--- config.mk ---
export PLATFORM = sky130hd
export DESIGN_NAME = linear_layer_srl_fifo
export DESIGN_NICKNAME = d
export VERILOG_FILES = /design/src/rtl/linear_layer_fifo_pkg.sv /design/src/rtl/linear_layer_srl_fifo_shiftreg.sv /design/src/rtl/linear_layer_srl_fifo.sv
export SDC_FILE = /design/constraint.sdc
export NUM_CORES = 1
export LEC_CHECK = 0
export ABC_AREA = 1
export BUFFER_PORTS_ARGS = -buffer_cell sky130_fd_sc_hd__buf_4
export CORE_MARGIN = 8
export CORE_UTILIZATION = 45
export DETAILED_ROUTE_END_ITERATION = 8
export SYNTH_ARGS = -nofsm -noshare
export SYNTH_HDL_FRONTEND = slang
export SYNTH_SLANG_ARGS = --single-unit
export TNS_END_PERCENT = 50
--- constraint.sdc ---
create_clock -name clk -period 16.75 [get_ports clk]
set_input_delay 3.35 -clock clk [delete_from_list [all_inputs] [get_ports clk]]
set_output_delay 3.35 -clock clk [all_outputs]
set_load 0.03 [all_outputs]
--- src/rtl/linear_layer_fifo_pkg.sv ---
// Shared constants and elaboration helpers for the Linear_Layer stream FIFOs.
package linear_layer_fifo_pkg;

    localparam int DEFAULT_DATA_WIDTH = 32;
    localparam int DEFAULT_DEPTH      = 16;
    localparam int DEFAULT_AF_MARGIN  = 2;

    function automatic int clog2(input int value);
        int result;
        result = 0;
        while ((1 << result) < value) begin
            result = result + 1;
        end
        return result;
    endfunction

    localparam int DEFAULT_ADDR_WIDTH = clog2(DEFAULT_DEPTH);

    function automatic bit addr_width_ok(input int depth, input int addr_width);
        return addr_width == clog2(depth);
    endfunction

endpackage

--- src/rtl/linear_layer_srl_fifo_shiftreg.sv ---
// SRL-inferable storage: unreset shift chain with an addressed read tap.
module linear_layer_srl_fifo_shiftreg
    import linear_layer_fifo_pkg::*;
#(
    parameter int DATA_WIDTH = DEFAULT_DATA_WIDTH,
    parameter int DEPTH      = DEFAULT_DEPTH,
    parameter int ADDR_WIDTH = DEFAULT_ADDR_WIDTH
) (
    input  logic                  clk,
    input  logic                  we,
    input  logic [ADDR_WIDTH-1:0] addr,
    input  logic [DATA_WIDTH-1:0] din,
    output logic [DATA_WIDTH-1:0] dout
);

    logic [DATA_WIDTH-1:0] mem_q [DEPTH];
    logic [DATA_WIDTH-1:0] mem_d [DEPTH];

    assign mem_d[0] = din;

    genvar gi;
    generate
        for (gi = 1; gi < DEPTH; gi++) begin : g_shift
            assign mem_d[gi] = mem_q[gi-1];
        end
    endgenerate

    // No reset here, so the chain maps onto shift-register primitives.
    always_ff @(posedge clk) begin
        if (we) begin
            mem_q <= mem_d;
        end
    end

    assign dout = mem_q[addr];

endmodule

--- src/rtl/linear_layer_srl_fifo.sv ---
// ap_fifo-style SRL FIFO with occupancy and almost-full flag.
// Define LINEAR_LAYER_SRL_FIFO_OUTREG_EN to add a one-entry output register.
module linear_layer_srl_fifo
    import linear_layer_fifo_pkg::*;
#(
    parameter int DATA_WIDTH = DEFAULT_DATA_WIDTH,
    parameter int DEPTH      = DEFAULT_DEPTH,
    parameter int ADDR_WIDTH = DEFAULT_ADDR_WIDTH,
    parameter int AF_MARGIN  = DEFAULT_AF_MARGIN
) (
    input  logic                  clk,
    input  logic                  reset,
    input  logic                  if_write_ce,
    input  logic                  if_write,
    input  logic [DATA_WIDTH-1:0] if_din,
    output logic                  if_full_n,
    output logic                  if_almost_full_n,
    input  logic                  if_read_ce,
    input  logic                  if_read,
    output logic [DATA_WIDTH-1:0] if_dout,
    output logic                  if_empty_n,
    output logic [ADDR_WIDTH:0]   count
);

    generate
        if (!addr_width_ok(DEPTH, ADDR_WIDTH)) begin : g_bad_addr_width
            $error("linear_layer_srl_fifo: ADDR_WIDTH must equal clog2(DEPTH)");
        end
    endgenerate

    localparam int                AF_INT   = DEPTH - AF_MARGIN;
    localparam logic [ADDR_WIDTH:0] DEPTH_C  = DEPTH[ADDR_WIDTH:0];
    localparam logic [ADDR_WIDTH:0] AF_LEVEL = AF_INT[ADDR_WIDTH:0];

    logic [ADDR_WIDTH:0]   count_q;
    logic [ADDR_WIDTH:0]   count_d;
    logic                  push;
    logic                  pop;
    logic                  srl_pop;
    logic                  srl_nonempty;
    logic [ADDR_WIDTH-1:0] srl_addr;
    logic [DATA_WIDTH-1:0] srl_dout;

    assign srl_nonempty     = (count_q != '0);
    assign if_full_n        = (count_q != DEPTH_C);
    assign if_almost_full_n = (count_q < AF_LEVEL);
    assign push             = if_write_ce & if_write & if_full_n;
    assign count            = count_q;
    // Head sits at count-1; the low bits alone give that index for every legal count.
    assign srl_addr         = count_q[ADDR_WIDTH-1:0] - 1'b1;

    linear_layer_srl_fifo_shiftreg #(
        .DATA_WIDTH (DATA_WIDTH),
        .DEPTH      (DEPTH),
        .ADDR_WIDTH (ADDR_WIDTH)
    ) u_shiftreg (
        .clk  (clk),
        .we   (push),
        .addr (srl_addr),
        .din  (if_din),
        .dout (srl_dout)
    );

    always_comb begin
        count_d = count_q;
        if (push && !srl_pop) begin
            count_d = count_q + 1'b1;
        end else if (srl_pop && !push) begin
            count_d = count_q - 1'b1;
        end
    end

    always_ff @(posedge clk) begin
        if (reset) begin
            count_q <= '0;
        end else begin
            count_q <= count_d;
        end
    end

`ifdef LINEAR_LAYER_SRL_FIFO_OUTREG_EN
    logic [DATA_WIDTH-1:0] dout_q;
    logic [DATA_WIDTH-1:0] dout_d;
    logic                  dout_vld_q;
    logic                  dout_vld_d;

    assign pop     = if_read_ce & if_read & dout_vld_q;
    // Refill the output slot whenever it is free or being drained this cycle.
    assign srl_pop = srl_nonempty & (~dout_vld_q | pop);

    always_comb begin
        dout_d     = dout_q;
        dout_vld_d = dout_vld_q;
        if (srl_pop) begin
            dout_d     = srl_dout;
            dout_vld_d = 1'b1;
        end else if (pop) begin
            dout_vld_d = 1'b0;
        end
    end

    always_ff @(posedge clk) begin
        if (reset) begin
            dout_q     <= '0;
            dout_vld_q <= 1'b0;
        end else begin
            dout_q     <= dout_d;
            dout_vld_q <= dout_vld_d;
        end
    end

    assign if_empty_n = dout_vld_q;
    assign if_dout    = dout_q;
`else
    assign pop        = if_read_ce & if_read & srl_nonempty;
    assign srl_pop    = pop;
    assign if_empty_n = srl_nonempty;
    assign if_dout    = srl_dout;
`endif

endmodule

# Word-level counts from Yosys, hierarchy flattened
# Index checks and enable logic that the tools add are counted.
[word_totals]
output_inout_bits = 40
wordCells = 39
ff_bits = 517
in_bits = 38
[op_classes]
bitwise = 5
n_eq_ne = 1
reduce_logical = 6
add_sub_neg = 3
magnitude_cmp = 2
mux = 5
[op_table]
columns = ["operator", "n"]
rows = [
  ["$bmux W32 S4", 1],
  ["$mux W32", 2],
  ["$mux W5", 2],
  ["$add A5 B1 Y5 const B", 1],
  ["$ge A5 B5 Y1 const B", 1],
  ["$lt A5 B4 Y1 const B", 1],
  ["$ne A5 B5 Y1 const B", 1],
  ["$not A4 Y5", 1],
  ["$reduce_bool A5 Y1", 1],
  ["$sub A5 B1 Y5 const B", 1],
  ["$and A1 B1 Y1", 4],
  ["$sub A4 B1 Y4 const B", 1],
  ["$logic_and A1 B1 Y1", 2],
  ["$logic_not A1 Y1", 2],
  ["$reduce_bool A2 Y1", 1],
]

# Logic depth before layout (Yosys ltp)
[logic_depth]
depth_word = 6
ltp_mapped = 18

# By module
# From an unflattened synthesis, not the netlist that was laid out.
[unflattened]
hier_cells = 2128
hier_area_um2 = 22429.0
[modules_own_cells]
columns = ["mod", "area_per_inst_um2", "instances", "cells_per_inst"]
rows = [
  ["linear_layer_srl_fifo_shiftreg", 21978.6, 1, 2061],
  ["linear_layer_srl_fifo", 450.4, 1, 67],
]

# Worst setup path before layout
# Ideal clock, no wire load.
[synth_timing]
path_kind = "input -> register"
from = "input port if_write_ce"
to = "register count_q[4], in the netlist count[4]"
path_stages = 10
path_slack_ns = 1.032
arrival_ns = 15.609
path_cell_list = "nand3_1 -> inv_1 -> ha_1 -> inv_1 -> ha_1 -> or2_2 -> nand3_1 -> nand3_1 -> nand2_1 -> inv_1"
[synth_via]
elab_chain_len = 5
elab_cells_between_ends = 7
[synth_rtl]
columns = ["element", "line_no", "source"]
rows = [
  ["start: declaration", "linear_layer_srl_fifo.sv:13", "input logic if_write_ce,"],
  ["$and A1 B1 Y1 * (2 in series)", "linear_layer_srl_fifo.sv:47", "assign push = if_write_ce & if_write & if_full_n;"],
  ["net push", "linear_layer_srl_fifo.sv:37", "logic push;"],
  ["$logic_not A1 Y1", "linear_layer_srl_fifo.sv:68", "end else if (srl_pop && !push) begin"],
  ["$logic_and A1 B1 Y1", "linear_layer_srl_fifo.sv:68", ""],
  ["$reduce_bool A2 Y1 (no line)", "--", ""],
  ["end signal: assignment", "linear_layer_srl_fifo.sv:77", "count_q <= count_d;"],
  ["end: declaration", "linear_layer_srl_fifo.sv:35", "logic [ADDR_WIDTH:0] count_q;"],
]
# The timed path passes the listed nets; every way through them passes the cells marked *.
# A chain may end at the register's enable or synchronous reset.

# Worst setup path after layout
[layout_timing]
from = "register count_q[0], in the netlist count[0]"
to = "output port if_dout[1]"
[layout_via]
elab_chain_len = 5
[layout_rtl]
columns = ["element", "line_no", "source"]
rows = [
  ["$sub A4 B1 Y4", "linear_layer_srl_fifo.sv:50", "assign srl_addr = count_q[ADDR_WIDTH-1:0] - 1'b1;"],
  ["$not A4 Y5 (not written as such)", "linear_layer_srl_fifo_shiftreg.sv:35", "assign dout = mem_q[addr];"],
  ["$bmux W32 S4", "linear_layer_srl_fifo_shiftreg.sv:35", ""],
  ["$mux W32 (not written as such) (2 in series)", "linear_layer_srl_fifo_shiftreg.sv:35", ""],
  ["end: declaration", "linear_layer_srl_fifo.sv:20", "output logic [DATA_WIDTH-1:0] if_dout,"],
]
# No other way between the ends. The select of a mux whose other input is x is not followed.

==> metrics <==
die width=238 um; Yosys cell types=21; run status=finished clean; Die Area=around 57000 sq um; core area=48800 sq um; nets=2217; Hold/Removal Path Class=reg2reg; vias in the first global route=between 10000 and 15000; Rel. slew slack=14.2%; Logic pwr share=32.6%; grt total ovfl=0; worst slack at placement=approximately 9500 ps; Slew @ Worst Pin=1290 ps; kind of critical path=reg2out; Die Y=approximately 240 um; Initial Util=45.4%; Final Hold Fails=0; I/O pin count=78; clock share of power=27.4%; Clock Root Buffer=clkbuf_16; final setup margin=between 8000 and 9000 ps; first-pass GRT wire length=between 70000 and 80000 um; layout cells sized above 1=7.36%; antenna-violating nets left=0; ranking of synthesized cells by area=edfxtp_1, nand2_1, nand3_1; fillcell total=~4400; Internal Pwr Total=2.56 mW; Leakage=about 11 nW; CTS buffer count=54; Sw Ratio=36.5%; pins over their slew limit=0; Worst-Skew Late Latency=600 ps; number of port buffers=77; Layout Skew=18.2 ps; via count=approximately 14000; total clock sinks=517; gr usage total=16.2%; switching power=1.47 mW; worst path required time=13400 ps; hold_buf cts=0; Yosys top cell by area=edfxtp_1; type of origin of the critical path=flop; row cnt=between 80 and 90; Pwr Density=between 150 and 200 nW/um^2; Routed WL=between 40000 and 50000 um; synthesized area per cell=10.4 sq um; Flop pwr share=40.0%; Yosys Warn Count=0; hpwl dp=approximately 25000 um; setup bufs post-CTS=0; Mapped Nets=2174; drt pass-1 iters=5; Ant. Diodes=0; post-synthesis sequential area ratio=69.8%; Crit path arrival time=4480 ps; largest net degree at the start of global routing=219; RSZ-0062 raised after global routing=false; commonest cells in the netlist=nand2_1, edfxtp_1, inv_1, nand3_1, clkbuf_1; Fmax=approximately 130 MHz; Worst setup EP type=output port; Max rail drop VDD=between 90 and 100 uV; Post-synth EDFFs=512; most common cell in the netlist=nand2_1; Initial DRC Count=1329; routed len/inst=16.0 um; post-layout minimum cycle time=7830 ps; Post-synth ARST share=0%; H-tree Lvls=2; MaxCap Viol Count=0; Seq cells post-synth=517; endpoints failing setup=0; fin crit share=between 40 and 50%; vias per cell=just under 5; initial antenna violation count=0; Cells after Synth=2128; share of Yosys cell area claimed by the top area cell type=69.3%; RePlAce Congestion=0.795; largest fanout on the critical path=115; clk buf depth=3; Mapped Area=22200 sq um; post-CTS sizing=0; register clock-pin slew on the reported worst setup and hold paths=60 ps; CTS tree=yes; setup tns final=0 ps; top_reg_cell synth=edfxtp_1; DRC Markers=0; Layout area overhead=12.5%
flip-flops by register name, summed over array words and instances, names as in the netlist:
name and cells:
count 5, u_shiftreg.mem_d 480, u_shiftreg.mem_q 32
logic make-up (layout without fill, tap and decap cells):
family / count (synthesis) / in the layout / synth area share (%)
xor gates and xnor gates: 3 / 3 / 0.186
buffers and inverters: 504 / 590 / 8.71
adders and majority gates: 8 / 8 / 0.485
and+or+nand+nor: 1088 / 1088 / 20.7
DFF: 517 / 517 / 69.8
AOI/OAI and AO/OA: 8 / 8 / 0.203
worst max-delay path: stages, from the launching register on:
cell	delay, ps
dfxtp_4	810
inv_8	390
ha_1	490
xnor2_4	870
buf_4	600
nand3_1	150
nand3_1	110
nand2_1	130
buf_4	190
cell type report:
cell class / instances / area, sq um / area share [%]
sequential: 517 / 15500 / 62.0
inverter: 401 / 1530 / 6.11
tap: 664 / 831 / 3.33
multi-input combinational: 1107 / 4810 / 19.3
timing repair buffer: 90 / 701 / 2.81
clock buffer: 73 / 1440 / 5.79
clock inverter: 26 / 166 / 0.667
through the flow:
step                      cells  cell area [sq um]  utilization (%)  hold slack, ps  power [mW]
after global routing       2878              25000             51.1             449        4.25
after detailed placement   2779              23300             47.8             432        2.97
after floorplan            2128              22200                -             426        2.53
final                      2878              25000             51.1             435        4.03
after global placement     2779              23300             47.8             428        2.96
after CTS                  2878              25000             51.1             439        4.09
power by group through the flow:
stage | clock network (mW) | logic [mW] | registers [mW]
6_report | 1.10 | 1.32 | 1.61
5_1_grt | 1.18 | 1.45 | 1.62
3_3_place_gp | 0 | 1.33 | 1.63
2_1_floorplan | 0 | 0.873 | 1.66
3_5_place_dp | 0 | 1.34 | 1.64
4_1_cts | 1.14 | 1.34 | 1.61
placed cells by master, fill, tap and decap left out, types with 2 or more instances in the layout:
cell type	netlist	routed
clkinv_8	0	2
clkbuf_16	0	55
nand2_1	691	691
clkinv_2	0	4
buf_4	0	88
buf_12	0	2
clkinv_1	0	16
inv_8	0	2
edfxtp_1	512	512
nor2_1	2	2
dfxtp_1	5	4
clkinvlp_4	0	2
ha_1	7	6
a21oi_1	5	5
nand4_1	2	2
clkbuf_1	51	18
inv_1	400	398
nand3_1	392	392
final timing paths:
check | from | end | slack, ps | cells after the start
setup / recovery | count[0] | if_dout[1] | 8920 | 8
hold / removal | u_shiftreg.mem_d[366] | u_shiftreg.mem_d[334] | 430 | 0
setup reg to reg | count[0] | u_shiftreg.mem_d[297] | 11850 | 7
hold reg to reg | u_shiftreg.mem_d[366] | u_shiftreg.mem_d[334] | 430 | 0
metal layers:
| layer | up-vias | global-route usage [%] | wire length [um] | share of wire, % |
|---|---|---|---|---|
| met5 | - | 0 | 0 | 0 |
| met1 | 6567 | 23.4 | 22000 | 48 |
| met4 | 0 | 3.55 | 680 | 1.5 |
| met3 | 54 | 3.05 | 2390 | 5.2 |
| met2 | 307 | 25.3 | 20900 | 45 |
| li1 | 6970 | - | - | - |
Power figures use the tool's default switching activity.
